--- config.mk ---
export PLATFORM = sky130hd
export DESIGN_NAME = pipe_ctrl
export DESIGN_NICKNAME = d
export VERILOG_FILES = /design/src/rtl/pipe_ctrl.sv
export SDC_FILE = /design/constraint.sdc
export NUM_CORES = 1
export LEC_CHECK = 0
export ABC_CLOCK_PERIOD_IN_PS = 2900
export BUFFER_PORTS_ARGS = -buffer_cell sky130_fd_sc_hd__buf_2
export CAP_MARGIN = 10
export CORE_MARGIN = 10
export CORE_UTILIZATION = 49
export DETAILED_ROUTE_END_ITERATION = 12
export GPL_ROUTABILITY_DRIVEN = 0
export PLACE_DENSITY = 0.78
export SLEW_MARGIN = 20
export SYNTH_ARGS = -nofsm -noshare
export SYNTH_HDL_FRONTEND = slang
export SYNTH_SLANG_ARGS = --single-unit
--- constraint.sdc ---
create_clock -name clk -period 2.9 [get_ports clk]
set_input_delay 0.29 -clock clk [delete_from_list [all_inputs] [get_ports clk]]
set_output_delay 0.29 -clock clk [all_outputs]
set_load 0.1 [all_outputs]
--- src/rtl/pipe_ctrl.sv ---
// Pipeline hazard controller: per-stage stall vector for load-use hazards
// and multi-cycle EX operations, plus a registered flush/redirect pulse.
// Keeps a saturating count of the stalled cycles.
module pipe_ctrl #(
    parameter int DIV_CYCLES = 32
) (
    input  logic        clk,
    input  logic        rst,
    input  logic        stallreq_id,
    input  logic        ex_start,
    input  logic        flush_req,
    input  logic [31:0] flush_pc,
    output logic [5:0]  stall,
    output logic        flush,
    output logic [31:0] new_pc,
    output logic        ex_done,
    output logic        busy,
    output logic [15:0] stall_cnt
);

    typedef enum logic [1:0] {
        IDLE  = 2'd0,
        MULTI = 2'd1,
        FLUSH = 2'd2
    } state_t;

    // Hold PC..EX/MEM while EX is busy; hold PC..ID/EX on a load-use hazard.
    localparam logic [5:0] STALL_MULTI = 6'b001111;
    localparam logic [5:0] STALL_ID    = 6'b000111;
    // The ex_start cycle is itself a stall cycle, so the counter starts one short.
    localparam logic [5:0] CNT_LOAD    = 6'(DIV_CYCLES - 1);

    state_t      state_q, state_d;
    logic [5:0]  cnt_q, cnt_d;
    logic        flush_q, flush_d;
    logic [31:0] new_pc_q, new_pc_d;
    logic        ex_done_q, ex_done_d;
    logic [15:0] stall_cnt_q, stall_cnt_d;
    logic [5:0]  stall_c;

    // Next-state, counter, redirect latch and combinational stall vector.
    always_comb begin
        // NOTE: every signal gets a default first so no path leaves it unassigned (no latches).
        state_d   = state_q;
        cnt_d     = cnt_q;
        flush_d   = 1'b0;
        new_pc_d  = new_pc_q;
        ex_done_d = 1'b0;
        stall_c   = 6'b000000;
        case (state_q)
            IDLE: begin
                if (flush_req) begin
                    state_d  = FLUSH;
                    flush_d  = 1'b1;
                    new_pc_d = flush_pc;
                end else if (ex_start) begin
                    stall_c = STALL_MULTI;
                    cnt_d   = CNT_LOAD;
                    state_d = MULTI;
                end else if (stallreq_id) begin
                    stall_c = STALL_ID;
                end
            end
            MULTI: begin
                if (flush_req) begin
                    // Abort: the result is discarded, so no ex_done follows.
                    cnt_d    = 6'd0;
                    flush_d  = 1'b1;
                    new_pc_d = flush_pc;
                    state_d  = FLUSH;
                end else if (cnt_q != 6'd0) begin
                    stall_c = STALL_MULTI;
                    cnt_d   = cnt_q - 6'd1;
                end else begin
                    ex_done_d = 1'b1;
                    state_d   = IDLE;
                end
            end
            FLUSH: begin
                state_d = IDLE;
            end
            default: begin
                state_d = IDLE;
            end
        endcase
    end

    // Reset dominates the outputs combinationally.
    always_comb begin
        stall = rst ? 6'b000000 : stall_c;
        busy  = !rst && (state_q != IDLE);
    end

    // Saturating stall-cycle counter; never wraps.
    always_comb begin
        stall_cnt_d = stall_cnt_q;
        if ((stall != 6'b000000) && (stall_cnt_q != 16'hFFFF)) begin
            stall_cnt_d = stall_cnt_q + 16'd1;
        end
    end

    // State and output registers with synchronous reset.
    always_ff @(posedge clk) begin
        // NOTE: sequential state uses non-blocking assignments so all flops update together.
        if (rst) begin
            state_q     <= IDLE;
            cnt_q       <= 6'd0;
            flush_q     <= 1'b0;
            new_pc_q    <= 32'h0;
            ex_done_q   <= 1'b0;
            stall_cnt_q <= 16'd0;
        end else begin
            state_q     <= state_d;
            cnt_q       <= cnt_d;
            flush_q     <= flush_d;
            new_pc_q    <= new_pc_d;
            ex_done_q   <= ex_done_d;
            stall_cnt_q <= stall_cnt_d;
        end
    end

    assign flush     = flush_q;
    assign new_pc    = new_pc_q;
    assign ex_done   = ex_done_q;
    assign stall_cnt = stall_cnt_q;

endmodule

==> results.yml <==
synthesis:
  ys_types: 52
  avgSynthCellArea_um2: 8.30
  yosysWarnings: 0
  ys.flop_type: "dfxtp_1"
  asyncSetResetFlopFracSynth_pct: 0
  synth_area_um2: 2490
  synth-edff-count: 0
  seq_area_frac_synth_pct: 46.6
  synth-seq-cells: 58
  syn_inst: 300
final_layout:
  diodes: 0
  nFillCells: 454
  layout-drive-gt1-share_pct: 32.0
  syn_to_final_growth_pct: 27.0
  stdcell_count: 455
  final_net_count: 423
detailed_routing:
  wirelength_mm: 6.28
  wl_per_cell_um: 13.8
  firstDrtPassIters: 4
  drt-initial-drc-count: 88
  dr_total_vias: 2353
  drc: 0
  vias_per_cell: 5.17
  antenna_left: 0
cts:
  cts-resized-gates: 0
  clockBufferDepth: 2
  cts_tree: "done"
  clock_latency_ns: 0.33
  post_cts.repair.setup_buffers: 0
  clock-sinks: 58
  cts.hold.buffers_added: 0
  cts_root_buf: "clkbuf_8"
  numCtsBuffers: 9
  htree_levels: 3
  clk_pin_slew_ns: 0.07
timing:
  drv_slew: 0
  rsz0062_at_grt: "false"
  tns_ns: 0
  setup_viol: 0
  period_minus_slack_ns: 2.27
  fmax_mhz: 441
  tightest_slew_ns: 0.647
  finalHoldViolCount: 0
  slew-limit-headroom_pct: 56.5
  finClkSkew_ns: 0.00638
  min_period_over_period_pct: 78.2
setup_path:
  cp_common_cell: "nor3b_1"
  worstSetupPathDepth: 7
  cp.required_ns: 3.12
  cp_slowest_cell: "nor4_1"
  r2r_cells: 7
  slowest_delay_ns: 0.51
  crit_family: "simple AND/OR/NAND/NOR gates"
  cp-end-kind: "flip-flop"
  crit_buf_inv: 1
  start_kind: "flip-flop"
  crit_chain: "inv_1 -> ha_1 -> nor3b_1 -> and3_4 -> nor4_1 -> nor3b_1 -> mux2_1"
  r2r_slack_ns: 0.63
  arrival_ns: 2.49
  r2r-end: "stall_cnt[13]"
  path_max_fanout: 7
  timing_worst_setup_path_type: "reg -> reg"
  r2r-start: "cnt_q[0]"
hold_path:
  worstHoldStart: "flush_pc[24]"
  whs_endpoint: "new_pc[24]"
  hold_path_class: "in -> reg"
  hold_depth: 3
power_and_ir_drop:
  p_switching_uw: 682
  clkPwrFrac_pct: 38.2
  power.density_nw_per_um2: 662
  comb_power_share_pct: 20.6
  ir_worst_vdd_mv: 0.443
  p_sw_share_pct: 32.6
  intPower_mw: 1.41
  seqPwrFrac_pct: 41.1
  totalPowerFinal_mw: 2.09
  leakagePower_nw: 1.43
place:
  post-place-cells: 439
  dp.final_hpwl_mm: 4.43
  io_buffers: 91
die:
  core-area_um2: 4820
  die_area_um2: 8330
  start_util_pct: 51.7
  die_h_um: 91.3
  ios: 94
  rows: 25
  die_w_um: 91.3
global_route:
  antenna_found_initial: 0
  grt-ovfl-total: 0
  grt_pass1_wl_mm: 10.4
  track_usage_pct: 15.1
  grt_pass1_vias: 2266
  grt_max_degree: 59
flow_run:
  maxCapViolCount: 0
run_status:
  status: "finished clean"
==> metrics by stage <==
step	hold WS, ns	instance area [µm²]	setup slack [ns]	util, %
global route	0.173	3160	0.471	65.6
detailed placement	0.443	2940	0.684	61.0
floorplan	0.426	2500	0.261	-
CTS	0.163	3160	0.641	65.6
global placement	0.438	2940	0.779	61.0
finish	0.185	3160	0.631	65.6
==> per-layer routing <==
metal | GRT usage, % | wire length, µm
met1 | 16.1 | 2590
met2 | 22.9 | 2870
met3 | 10.8 | 773
met4 | 5.61 | 45
met5 | 0 | 0
==> power by group through the flow <==
stage               clock network [mW]  logic (mW)  registers (mW)
floorplan                            0       0.161            1.08
CTS                              0.826       0.435           0.860
global route                     0.859       0.459           0.866
detailed placement                   0       0.434           0.878
finish                           0.800       0.432           0.860
global placement                     0       0.429           0.875
==> area by class of cell <==
class                   count  area, µm²  area share, %
repair buffers             95        485           15.4
clock buffers              13        179           5.66
clock inverters             3       45.0           1.42
well taps                  67       83.8           2.65
multi-input cells         214       1190           37.6
inverters                   5       18.8          0.594
flip-flops and latches     58       1160           36.7
==> worst max-delay path by stage <==
stage,from,to,slack [ns]
6_report,cnt_q[0],stall_cnt[13],0.63
5_1_grt,cnt_q[0],stall_cnt[13],0.47
4_1_cts,cnt_q[0],stall[1],0.64
3_5_place_dp,cnt_q[0],stall_cnt[13],0.68
3_3_place_gp,cnt_q[0],stall_cnt[13],0.78
2_1_floorplan,stall_cnt[5],stall_cnt[13],0.26
==> synth_stat cells (5+ instances only) <==
cell type | n | share of area (%)
nand2_1 | 67 | 10
dfxtp_1 | 58 | 47
a21oi_1 | 39 | 7.8
nor2_1 | 18 | 2.7
clkbuf_1 | 13 | 2.0
a211oi_1 | 7 | 2.1
nor3_1 | 7 | 1.4
o21ai_0 | 7 | 1.4
nand3_1 | 6 | 1.2
inv_1 | 5 | 0.75
or3_1 | 5 | 1.3
==> cells in the final DEF, fill, tap and decap left out, types with 6 or more instances in the layout <==
cell	instances
dfxtp_1	58
nor2_1	17
buf_2	91
nand3_1	6
nand2_1	67
nor3_1	7
a211oi_1	7
clkbuf_8	13
o21ai_0	7
a21oi_1	39
==> cell families (layout without fill, tap and decap cells) <==
logic type | after synthesis | in the layout | share of synthesized area [%]
buffers and inverters | 29 | 116 | 5.98
other | 1 | 2 | 0.151
DFF | 58 | 58 | 46.6
AOI/OAI and AO/OA | 71 | 71 | 17.6
and+or+nand+nor | 132 | 132 | 25.6
adders and majority gates | 3 | 3 | 1.51
xor gates and xnor gates | 2 | 2 | 0.704
muxes | 4 | 4 | 1.76
==> flip-flops by register name, indices dropped and copies added, names as in the netlist <==
signal     flops
cnt_q          6
ex_done        1
flush          1
stall_cnt     16
state_q        2
new_pc        32
==> worst min-delay path, cell delays in order <==
cell     delay (ns)
buf_2          0.09
nand2_1        0.04
a21oi_1        0.05
No activity file was read; power rests on OpenSTA's default activity.
